File: src/rtl/conv_axis_packer.sv
// rtl/conv_axis_packer.sv - packs 8-bit conv pixels into 32-bit AXI4-Stream beats through a small beat FIFO
// Optional beat counter output enabled by defining CONV_PACK_STATS_EN; only a 32-bit stream width is supported.
module conv_axis_packer #(
    parameter int C_S00_AXIS_TDATA_WIDTH = 32,
    parameter int FIFO_DEPTH             = 4
) (
    input  logic                              clk,
    input  logic                              rst,
    input  logic                              in_valid,
    output logic                              in_ready,
    input  logic [7:0]                        in_data,
    input  logic                              in_last,
    input  logic                              M_AXIS_TREADY,
    output logic                              M_AXIS_TVALID,
    output logic [C_S00_AXIS_TDATA_WIDTH-1:0] M_AXIS_TDATA,
    output logic [3:0]                        M_AXIS_TKEEP,
    output logic                              M_AXIS_TLAST,
    output logic                              M_AXIS_TUSER,
    output logic                              pack_busy,
    output logic                              pack_done
`ifdef CONV_PACK_STATS_EN
    ,
    output logic [31:0]                       beat_count
`endif
);

    localparam int DW = C_S00_AXIS_TDATA_WIDTH;
    localparam int AW = (FIFO_DEPTH > 1) ? $clog2(FIFO_DEPTH) : 1;
    localparam int CW = $clog2(FIFO_DEPTH + 1);

    logic [1:0]    r_lane;
    logic [DW-1:0] r_pack;
    logic          r_first;
    logic          r_busy;
    logic          r_done;
    logic [AW-1:0] r_wr_ptr;
    logic [AW-1:0] r_rd_ptr;
    logic [CW-1:0] r_count;

    logic [DW-1:0] r_mem_data [FIFO_DEPTH];
    logic [3:0]    r_mem_keep [FIFO_DEPTH];
    logic          r_mem_last [FIFO_DEPTH];
    logic          r_mem_user [FIFO_DEPTH];

    logic          w_full;
    logic          w_empty;
    logic          w_accept;
    logic          w_push;
    logic          w_pop;
    logic          w_head_last;
    logic [DW-1:0] w_word;
    logic [3:0]    w_keep;

    assign w_full      = (r_count == CW'(FIFO_DEPTH));
    assign w_empty     = (r_count == '0);
    assign w_accept    = in_valid & ~w_full;
    assign w_push      = w_accept & ((r_lane == 2'd3) | in_last);
    assign w_pop       = ~w_empty & M_AXIS_TREADY;
    assign w_head_last = r_mem_last[r_rd_ptr];

    // Lanes above r_lane are already zero because r_pack clears on every push.
    always_comb begin
        w_word = r_pack;
        w_word[{r_lane, 3'b000} +: 8] = in_data;
        w_keep = 4'b0001;
        case (r_lane)
            2'd0: w_keep = 4'b0001;
            2'd1: w_keep = 4'b0011;
            2'd2: w_keep = 4'b0111;
            2'd3: w_keep = 4'b1111;
            default: w_keep = 4'b0001;
        endcase
    end

    always_ff @(posedge clk) begin
        if (w_push) begin
            r_mem_data[r_wr_ptr] <= w_word;
            r_mem_keep[r_wr_ptr] <= w_keep;
            r_mem_last[r_wr_ptr] <= in_last;
            r_mem_user[r_wr_ptr] <= r_first;
        end
    end

    always_ff @(posedge clk) begin
        if (rst) begin
            r_lane   <= 2'd0;
            r_pack   <= '0;
            r_first  <= 1'b1;
            r_busy   <= 1'b0;
            r_done   <= 1'b0;
            r_wr_ptr <= '0;
            r_rd_ptr <= '0;
            r_count  <= '0;
        end else begin
            if (w_accept) begin
                if (w_push) begin
                    r_lane <= 2'd0;
                    r_pack <= '0;
                end else begin
                    r_lane <= r_lane + 2'd1;
                    r_pack[{r_lane, 3'b000} +: 8] <= in_data;
                end
            end
            if (w_push) begin
                r_wr_ptr <= r_wr_ptr + AW'(1);
                r_first  <= in_last;
            end
            if (w_pop) begin
                r_rd_ptr <= r_rd_ptr + AW'(1);
            end
            case ({w_push, w_pop})
                2'b10:   r_count <= r_count + CW'(1);
                2'b01:   r_count <= r_count - CW'(1);
                default: r_count <= r_count;
            endcase
            // A new frame's first pixel wins over the previous frame's TLAST pop.
            if (w_accept) begin
                r_busy <= 1'b1;
            end else if (w_pop & w_head_last) begin
                r_busy <= 1'b0;
            end
            r_done <= w_pop & w_head_last;
        end
    end

`ifdef CONV_PACK_STATS_EN
    logic [31:0] r_beat_count;

    always_ff @(posedge clk) begin
        if (rst) begin
            r_beat_count <= '0;
        end else if (w_pop) begin
            r_beat_count <= r_beat_count + 32'd1;
        end
    end

    assign beat_count = r_beat_count;
`endif

    assign in_ready      = ~w_full;
    assign M_AXIS_TVALID = ~w_empty;
    assign M_AXIS_TDATA  = w_empty ? '0   : r_mem_data[r_rd_ptr];
    assign M_AXIS_TKEEP  = w_empty ? 4'h0 : r_mem_keep[r_rd_ptr];
    assign M_AXIS_TLAST  = w_empty ? 1'b0 : r_mem_last[r_rd_ptr];
    assign M_AXIS_TUSER  = w_empty ? 1'b0 : r_mem_user[r_rd_ptr];
    assign pack_busy     = r_busy;
    assign pack_done     = r_done;

endmodule

File: config.mk
export PLATFORM = sky130hd
export DESIGN_NAME = conv_axis_packer
export DESIGN_NICKNAME = d
export VERILOG_FILES = /design/src/rtl/conv_axis_packer.sv
export SDC_FILE = /design/constraint.sdc
export NUM_CORES = 1
export LEC_CHECK = 0
export ABC_AREA = 1
export BUFFER_PORTS_ARGS = -buffer_cell sky130_fd_sc_hd__buf_2
export CAP_MARGIN = 10
export CORE_MARGIN = 4
export CORE_UTILIZATION = 45
export DETAILED_ROUTE_END_ITERATION = 12
export PLACE_DENSITY_LB_ADDON = 0.15
export SETUP_SLACK_MARGIN = 0.05
export SLEW_MARGIN = 0
export SYNTH_ARGS = -nofsm -noshare
export SYNTH_HDL_FRONTEND = slang
export SYNTH_SLANG_ARGS = --single-unit
export TNS_END_PERCENT = 10
File: constraint.sdc
create_clock -name clk -period 8.92 [get_ports clk]
set_input_delay 0.446 -clock clk [delete_from_list [all_inputs] [get_ports clk]]
set_output_delay 0.446 -clock clk [all_outputs]
set_load 0.01 [all_outputs]
### After elaboration in Yosys (flattened, before gate mapping)

Memory sizes are Yosys's and may differ from the RTL's. A register that Yosys moved wholly into a read port is not among the register bits.
Index checks and enable logic that the tools add are counted.

| storage, ports and cells | value |
|---|---|
| register bits | 44 |
| RAM bits | 152 |
| output and inout port bits | 42 |
| logic and storage cells | 58 |
| memories kept | 4 |

Memory list:

| name | depth | width | rd ports | clocked after Yosys merged registers in | wr ports | line | RTL |
|---|---|---|---|---|---|---|---|
| r_mem_data | 4 | 32 | 1 | 1 | 1 | 40 | `logic [DW-1:0] r_mem_data [FIFO_DEPTH];` |
| r_mem_keep | 4 | 4 | 1 | 1 | 1 | 41 | `logic [3:0] r_mem_keep [FIFO_DEPTH];` |
| r_mem_last | 4 | 1 | 1 | 1 | 1 | 42 | `logic r_mem_last [FIFO_DEPTH];` |
| r_mem_user | 4 | 1 | 1 | 1 | 1 | 43 | `logic r_mem_user [FIFO_DEPTH];` |

| operators by class | value |
|---|---|
| $add $sub $neg | 6 |
| equality and inequality tests | 6 |
| shifts and indexed selects | 2 |
| muxes and demuxes | 21 |
| bitwise gates (word level) | 7 |
| reductions and logical operators | 4 |

Operators with widths:

| operator | count |
|---|---|
| 2-to-1 mux 32 bit | 2 |
| bitwise mux 32 bit | 1 |
| variable shift 8 x 7 -> 32 bit (first input constant) | 1 |
| variable part select 8 x 7 -> 32 bit | 1 |
| 2-to-1 mux 2 bit | 9 |
| case mux 4 bit (4 select lines) | 1 |
| negation 5 -> 7 bit | 1 |
| adder 2 x 1 -> 2 bit (second input constant) | 3 |
| == test 2 bit (second input constant) | 3 |
| 2-to-1 mux 1 bit | 6 |
| case mux 3 bit (2 select lines) | 1 |
| AND 1 bit | 4 |
| == test 2 x 1 -> 1 bit (second input constant) | 2 |
| 2-to-1 mux 4 bit | 1 |
| nonzero test 2 bit | 2 |
| adder 3 x 1 -> 3 bit (second input constant) | 1 |
| == test 3 bit (second input constant) | 1 |
| logical NOT 3 bit | 1 |
| subtractor 3 x 1 -> 3 bit (second input constant) | 1 |
| logical NOT 2 bit | 1 |
| inverter 1 bit | 2 |
| bitwise OR 1 bit | 1 |

### Longest topological paths before layout

Gate-level depths: netlist (run 1).

| depth | value |
|---|---|
| word-level depth | 6 |
| depth in mapped cells | 13 |

### Least setup slack after synthesis (run 1)

OpenSTA, ideal clock, no wires.

| timing path | value |
|---|---|
| path kind | register -> register |
| start | reg r_lane[1] |
| end | mem r_mem_data[0][0] (netlist bit), enable pin |
| arrival | 2508 ps |
| required time | 8489 ps |
| slack | 5980 ps |
| cell stages (with the launch flop) | 6 |
| path buffers | 0 |
| cell sequence | dfxtp_1 ha_1 nor2_1 nor2_2 inv_2 nor2_1 |

| on the way | value |
|---|---|
| word-level cells in the longest chain between the ends | 5 |

RTL lines:

| item | line | RTL |
|---|---|---|
| start, declared | 31 | `logic [1:0] r_lane;` |
| start signal, assigned | 100 | `r_lane <= r_lane + 2'd1;` |
| == test 2 bit | 57 | `assign w_push = w_accept & ((r_lane == 2'd3) \| in_last);` |
| bitwise OR 1 bit | 57 |  |
| AND 1 bit | 57 |  |
| 2-to-1 mux 1 bit | 76 | `if (w_push) begin` |
| 2-to-1 mux 1 bit (not written as such) | 77 | `r_mem_data[r_wr_ptr] <= w_word;` |
| end, declared | 40 |  |

Every way passes these cells.

==> results.json, run 1 <==
{
  "outcome": "finished, final reports clean",
  "root_buffer": "clkbuf_16",
  "worst_slew_pin_slew_ns": 1.197,
  "layout_min_cycle_time_ns": 3.307,
  "cts_tree": "yes",
  "yosysWarnings": 0,
  "grt_pass1_wl_um": 28950,
  "reg2reg_to": "r_mem_data[2][16]$_DFFE_PP_",
  "overflow": 0,
  "leakagePower_nw": 3.361,
  "drcViolationCount": 0,
  "die-area_mm2": 0.02014,
  "hold_class": "in -> reg",
  "ios": 55,
  "internal_power_w": 0.001627,
  "final_cell_mix": "nor2_1 (155), edfxtp_1 (148), nand2_1 (127)",
  "pwr-share-comb_pct": 23.6,
  "finalCritPeriodShare_pct": 37.08,
  "nFillCells": 1535,
  "slowest_delay_ns": 0.97,
  "drv_cap": 0,
  "grt_pass1_vias": 5269,
  "die_w_um": 141.9,
  "switching_power_w": 0.0007345,
  "totalWireLength_um": 18590,
  "avgRoutedWirePerCell_um": 17.73,
  "final_nets": 836,
  "ys_ff_latch": 194,
  "vias_per_cell": 5.347,
  "hpwlAfterDp_um": 11310,
  "syn_inst": 775,
  "core_mm2": 0.01742,
  "multi_input_area_mm2": 0.002372,
  "fin_hold_ws_ns": 0.2990,
  "drt-initial-drc-count": 360,
  "grt_usage_pct": 18.96,
  "cts_resized": 0,
  "clkSinkCount": 194,
  "stdcell_count": 1048,
  "syn_to_final_growth_pct": 12.60,
  "initial_core_util_pct": 46.34,
  "finalMaxSlewViolations": 0,
  "layout-drive-gt1-share_pct": 13.73,
  "crit_type": "reg -> out",
  "path_clk_slew_ns": 0.07,
  "htreeDepth": 4,
  "final_area_mm2": 0.009089,
  "rrSetupSlack_ns": 6.05,
  "cts_buffers": 17,
  "final-hold-violation-count": 0,
  "maxSlewHeadroom_pct": 20.02,
  "register_area_mm2": 0.005366,
  "ir_drop_mv": 0.1450,
  "critPathCapture": "M_AXIS_TDATA[5]",
  "r2r_start": "r_lane[0]$_SDFFE_PP0P_",
  "setup_tns_ns": 0,
  "vias": 5604,
  "total_power_w": 0.002362,
  "antenna_found_initial": 0,
  "p_clk_share_pct": 33.1,
  "clockBufferDepth": 2,
  "n_antenna_cell": 0,
  "cp_data_arrival_time_ns": 2.86,
  "synth_area_per_cell_um2": 10.41,
  "place_congestion": 0.8242,
  "cts.hold.buffers_added": 0,
  "syn_area_mm2": 0.008071,
  "cp_slowest_cell": "inv_2",
  "cp-end-kind": "output port",
  "dpl_cell_area_mm2": 0.008448,
  "synth-seq-area-share_pct": 66.47,
  "skew_ns": 0.007880,
  "power_density_mw_per_mm2": 259.8,
  "layout_commonest_cell": "nor2_1",
  "ant_nets": 0,
  "path_cells": "buf_4, inv_2, o21ai_0, a21oi_1, buf_2",
  "cp.required_ns": 8.47,
  "cp_max_fo": 75,
  "grt_max_degree": 76,
  "post_cts.repair.setup_buffers": 0,
  "placed_cells": 1015,
  "p_seq_share_pct": 43.3,
  "syn_nets": 801,
  "netlist-cell-type-count": 27,
  "num_rows": 48,
  "worstSetupStartpointType": "flop",
  "rsz0062_at_grt": "false",
  "maxClockFrequency_mhz": 302.4,
  "finalSetupViolCount": 0,
  "clk_latency_ns": 0.43,
  "die-height_um": 141.9,
  "ff2ff_path_depth": 5,
  "portBuffers": 54,
  "first_pass_iters": 5,
  "switching_share_pct": 31.10
}
area by class of cell:
class / count / area share (%)
Multi-Input combinational cell: 504 / 26.10
Timing Repair Buffer: 59 / 3.524
Tap cell: 225 / 3.097
Inverter: 34 / 1.404
Clock inverter: 9 / 0.9361
Sequential cell: 194 / 59.04
Clock buffer: 23 / 5.892
registers in the layout, summed over array words and instances (netlist names), named ones only:
| name | cells |
|---|---|
| r_first | 1 |
| r_lane | 2 |
| r_mem_last | 4 |
| pack_busy | 1 |
| r_pack | 32 |
| pack_done | 1 |
| r_mem_keep | 12 |
| r_count | 3 |
| r_mem_user | 4 |
| r_wr_ptr | 2 |
| r_rd_ptr | 2 |
| r_mem_data | 128 |
power by group through the flow:
stage          logic (W)  registers [W]  clock network, W
3_3_place_gp    0.000554        0.00104                 0
3_5_place_dp    0.000564        0.00104                 0
2_1_floorplan   0.000382        0.00104                 0
4_1_cts         0.000566        0.00102          0.000790
5_1_grt         0.000629        0.00103          0.000836
6_report        0.000558        0.00102          0.000781
cells in the mapped netlist:
master	number	area [µm²]
clkinv_1	1	3.750
inv_2	8	30.03
o22ai_1	8	50.05
nor2_8	1	20.02
a21oi_2	1	8.760
nand2_4	1	11.26
a21oi_1	77	385.4
nor2_4	2	22.52
or2_2	1	6.260
nand4_1	16	100.1
o21ai_1	44	220.2
nand3_1	9	45.04
buf_6	3	33.78
nand2_1	127	476.7
clkbuf_1	13	48.80
nor2_1	159	596.8
fa_1	1	20.02
buf_4	9	67.56
inv_1	25	93.84
nor2_2	2	12.51
buf_1	3	11.26
dfxtp_1	46	920.9
edfxtp_1	148	4444
nand2_2	1	6.260
buf_2	15	75.07
ha_1	12	150.1
o21ai_0	42	210.2
worst min path at each step:
stage,startpoint,endpoint,slack (ns),cells past startpoint
2_1_floorplan,r_rd_ptr[1]$_SDFFE_PP0P_,flop,0.43,2
3_3_place_gp,r_rd_ptr[1]$_SDFFE_PP0P_,r_rd_ptr[1]$_SDFFE_PP0P_,0.44,2
3_5_place_dp,r_rd_ptr[1]$_SDFFE_PP0P_,r_rd_ptr[1]$_SDFFE_PP0P_,0.45,2
4_1_cts,in_last,r_mem_last[3]$_DFFE_PP_,0.29,1
5_1_grt,in_last,r_mem_last[1]$_DFFE_PP_,0.29,1
6_report,in_last,r_mem_last[1]$_DFFE_PP_,0.30,1
metal layers:
layer | GRT usage [%] | vias to the layer above | part of all wire (%)
met3 | 4.078 | 27 | 6.4
met5 | 0 | - | 0
met1 | 27.72 | 2693 | 47
met4 | 6.970 | 0 | 1.7
met2 | 28.03 | 157 | 45
li1 | - | 2727 | -
cell families (layout without fill, tap and decap cells):
kind of cell	count (synthesis)	in the layout	synth area share, %
adders and majority gates	13	13	2.108
buffers and inverters	77	125	4.511
and+or+nand+nor	319	319	16.08
DFF	194	194	66.47
AOI/OAI and AO/OA	172	172	10.84
metrics by stage:
stage          setup WS [ns]  util, %
5_1_grt                5.307    52.18
6_report               5.613    52.18
4_1_cts                5.583    52.07
3_5_place_dp           6.055    48.51
3_3_place_gp           6.124    48.51
2_1_floorplan          5.980        -
critical path, delay by kind of cell (launching register included):
kind / cells / cell delay (ns)
AOI/OAI and AO/OA: 2 / 0.59
DFF: 1 / 0.31
buffers and inverters: 3 / 1.51
Power figures use the tool's default switching activity.
==> run 2, diff against run 1 <==
--- a/config.mk
+++ b/config.mk
@@ -5,7 +5,7 @@
 export SDC_FILE = /design/constraint.sdc
 export NUM_CORES = 1
 export LEC_CHECK = 0
-export ABC_AREA = 1
+export ABC_AREA = 0
 export BUFFER_PORTS_ARGS = -buffer_cell sky130_fd_sc_hd__buf_2
 export CAP_MARGIN = 10
 export CORE_MARGIN = 4
==> constraint.sdc (replaced) <==
create_clock -name clk -period 3.4 [get_ports clk]
set_input_delay 0.17 -clock clk [delete_from_list [all_inputs] [get_ports clk]]
set_output_delay 0.17 -clock clk [all_outputs]
set_load 0.01 [all_outputs]
==> results.json, run 2 <==
{
  "grt_usage_pct": 17.01,
  "p_seq_share_pct": 44.4,
  "grt_pass1_vias": 4670,
  "vias": 4542,
  "cts.hold.buffers_added": 0,
  "cts_resized": 0,
  "syn_nets": 558,
  "stdcell_count": 823,
  "die_w_um": 143.6,
  "outcome": "finished, final reports clean",
  "final_nets": 608,
  "htreeDepth": 4,
  "finalCritPeriodShare_pct": 75.23,
  "cp-end-kind": "flop",
  "worst_slew_pin_slew_ns": 1.065,
  "ir_drop_mv": 0.7820,
  "die-height_um": 143.6,
  "final_area_mm2": 0.009375,
  "n_antenna_cell": 0,
  "root_buffer": "clkbuf_16",
  "first_pass_iters": 4,
  "synth.area.top_cells": "edfxtp_1 (54%), dfxtp_1 (11%), mux4_2 (10%)",
  "initial_core_util_pct": 45.88,
  "layout-drive-gt1-share_pct": 28.62,
  "synth_top_area_share_pct": 53.74,
  "grt_pass1_wl_um": 26310,
  "dpl_cell_area_mm2": 0.008802,
  "skew_ns": 0.008650,
  "hpwlAfterDp_um": 10260,
  "reg2reg_to": "r_count[2]$_SDFFE_PP0P_",
  "worstSetupStartpointType": "flop",
  "cp_max_fo": 10,
  "switching_power_w": 0.001730,
  "synth_area_per_cell_um2": 15.54,
  "register_area_mm2": 0.005366,
  "cts_tree": "yes",
  "syn_inst": 532,
  "reg_top3": "r_mem_data x128, r_pack x32, r_mem_keep x12",
  "die-area_mm2": 0.02061,
  "cts_buffers": 17,
  "final-hold-violation-count": 0,
  "syn_area_mm2": 0.008269,
  "grt_max_degree": 46,
  "drt-initial-drc-count": 276,
  "multi_input_area_mm2": 0.002497,
  "portBuffers": 54,
  "max_flop_register": "r_mem_data",
  "critPathCapture": "r_count[2]$_SDFFE_PP0P_",
  "final_util_pct": 52.01,
  "finalMaxSlewViolations": 0,
  "rrSetupSlack_ns": 0.84,
  "yosysWarnings": 0,
  "ys_ff_latch": 194,
  "layout_min_cycle_time_ns": 2.558,
  "ff2ff_path_depth": 10,
  "clockBufferDepth": 2,
  "avgRoutedWirePerCell_um": 20.12,
  "p_clk_share_pct": 31.5,
  "finalSetupViolCount": 0,
  "synthTopCellsByCount": "edfxtp_1 (148), inv_1 (66), nor2b_1 (59)",
  "pwr-share-comb_pct": 24.1,
  "crit_path_start": "r_lane[0]$_SDFFE_PP0P_",
  "internal_power_w": 0.004477,
  "synthArstFlopShare_pct": 0,
  "power_density_mw_per_mm2": 662.1,
  "netlist-cell-type-count": 47,
  "setup_tns_ns": 0,
  "path_clk_slew_ns": 0.07,
  "clkSinkCount": 194,
  "ant_nets": 0,
  "r2r_start": "r_lane[0]$_SDFFE_PP0P_",
  "synth.most_common_cell": "edfxtp_1",
  "leakagePower_nw": 3.278,
  "totalWireLength_um": 16560,
  "maxClockFrequency_mhz": 391.0,
  "synth_edf_count": 148,
  "largest_reg_flops": 128,
  "drcViolationCount": 0,
  "ios": 55,
  "place_congestion": 0.7547,
  "cp_data_arrival_time_ns": 2.92,
  "rsz0062_at_grt": "false",
  "hold_class": "in -> reg",
  "worstHoldStart": "in_last",
  "yosys.area.top_type": "edfxtp_1",
  "overflow": 0,
  "clk_latency_ns": 0.43,
  "num_rows": 49,
  "synth-seq-area-share_pct": 64.88,
  "core_mm2": 0.01802,
  "cp.required_ns": 3.76,
  "layout_commonest_cell": "edfxtp_1",
  "final_cell_mix": "edfxtp_1 (148), inv_1 (66), nor2b_1 (59)",
  "crit_type": "reg -> reg",
  "post_cts.repair.setup_buffers": 0,
  "syn_to_final_growth_pct": 13.38,
  "ys.flop_type": "edfxtp_1",
  "nFillCells": 1512,
  "vias_per_cell": 5.519,
  "switching_share_pct": 27.88,
  "antenna_found_initial": 0,
  "placed_cells": 792,
  "drv_cap": 0,
  "maxSlewHeadroom_pct": 29.03
}
run 2: cell count changes in the layout (fill, tap and decap cells not counted), moves of 7 or more:
cell,change
a31oi_1,+24
o21ai_1,-44
inv_1,+41
nand4_1,-15
inv_2,-7
a21oi_1,-73
o32ai_2,+24
nor2_1,-148
nor2b_1,+59
mux4_2,+37
a211oi_1,+8
nand2_1,-119
o21ai_0,-38
run 2: worst max-delay path, cell delays in order (launching register included):
cell and delay, ns:
dfxtp_1 0.42, ha_1 0.38, o21ai_0 0.34, nor2_1 0.07, inv_1 0.07, ha_1 0.18
inv_1 0.07, fa_1 0.37, xor2_1 0.16, or3_1 0.30, a21oi_1 0.13
run 2: kinds of logic (layout without fill, tap and decap cells):
family	after synthesis	in the layout	share of synthesized area (%)
xor gates and xnor gates	4	4	0.4237
AOI/OAI and AO/OA	88	88	10.06
muxes	37	37	10.08
buffers and inverters	99	161	5.053
adders and majority gates	13	13	2.058
DFF	194	194	64.88
and+or+nand+nor	97	97	7.445
run 2: layer usage:
layer,vias to the layer above,part of all wire [%],global-route usage [%]
met2,113,51,27.74
met3,14,4.3,3.927
met4,0,1.1,4.559
met5,-,0,0
li1,2094,-,-
met1,2321,44,23.24
run 2: power by group through the flow:
| stage | registers (W) | clock network, W | logic, W |
|---|---|---|---|
| final | 0.00276 | 0.00196 | 0.00150 |
| after global routing | 0.00278 | 0.00211 | 0.00165 |
| after CTS | 0.00276 | 0.00200 | 0.00154 |
| after detailed placement | 0.00281 | 0 | 0.00153 |
| after global placement | 0.00280 | 0 | 0.00151 |
| after floorplan | 0.00274 | 0 | 0.00109 |
run 2: how the worst min path moves through the flow:
stage,endpoint,depth (start not counted),slack [ns]
floorplan,r_mem_last[0]$_DFFE_PP_,0,0.27
global placement,r_pack[0]$_SDFFE_PP0P_,2,0.48
detailed placement,r_pack[28]$_SDFFE_PP0P_,2,0.48
CTS,r_mem_last[0]$_DFFE_PP_,1,0.05
global route,r_mem_last[0]$_DFFE_PP_,1,0.05
finish,r_mem_last[0]$_DFFE_PP_,1,0.07
run 2: stage by stage:
stage | worst slack [ns] | power, W | hold WS [ns]
3_3_place_gp | 0.9842 | 0.004315 | 0.4757
4_1_cts | 0.8353 | 0.006296 | 0.05158
6_report | 0.8421 | 0.006208 | 0.07289
2_1_floorplan | 1.040 | 0.003835 | 0.2689
3_5_place_dp | 0.9104 | 0.004344 | 0.4849
5_1_grt | 0.7425 | 0.006531 | 0.05480
run 2: area by class of cell:
cell class / instances / share of cell area, %
tap: 229 / 3.056
clock buffer: 20 / 4.658
inverter: 67 / 2.683
clock inverter: 11 / 1.455
multi-input combinational: 239 / 26.64
sequential: 194 / 57.24
timing repair buffer: 63 / 4.271
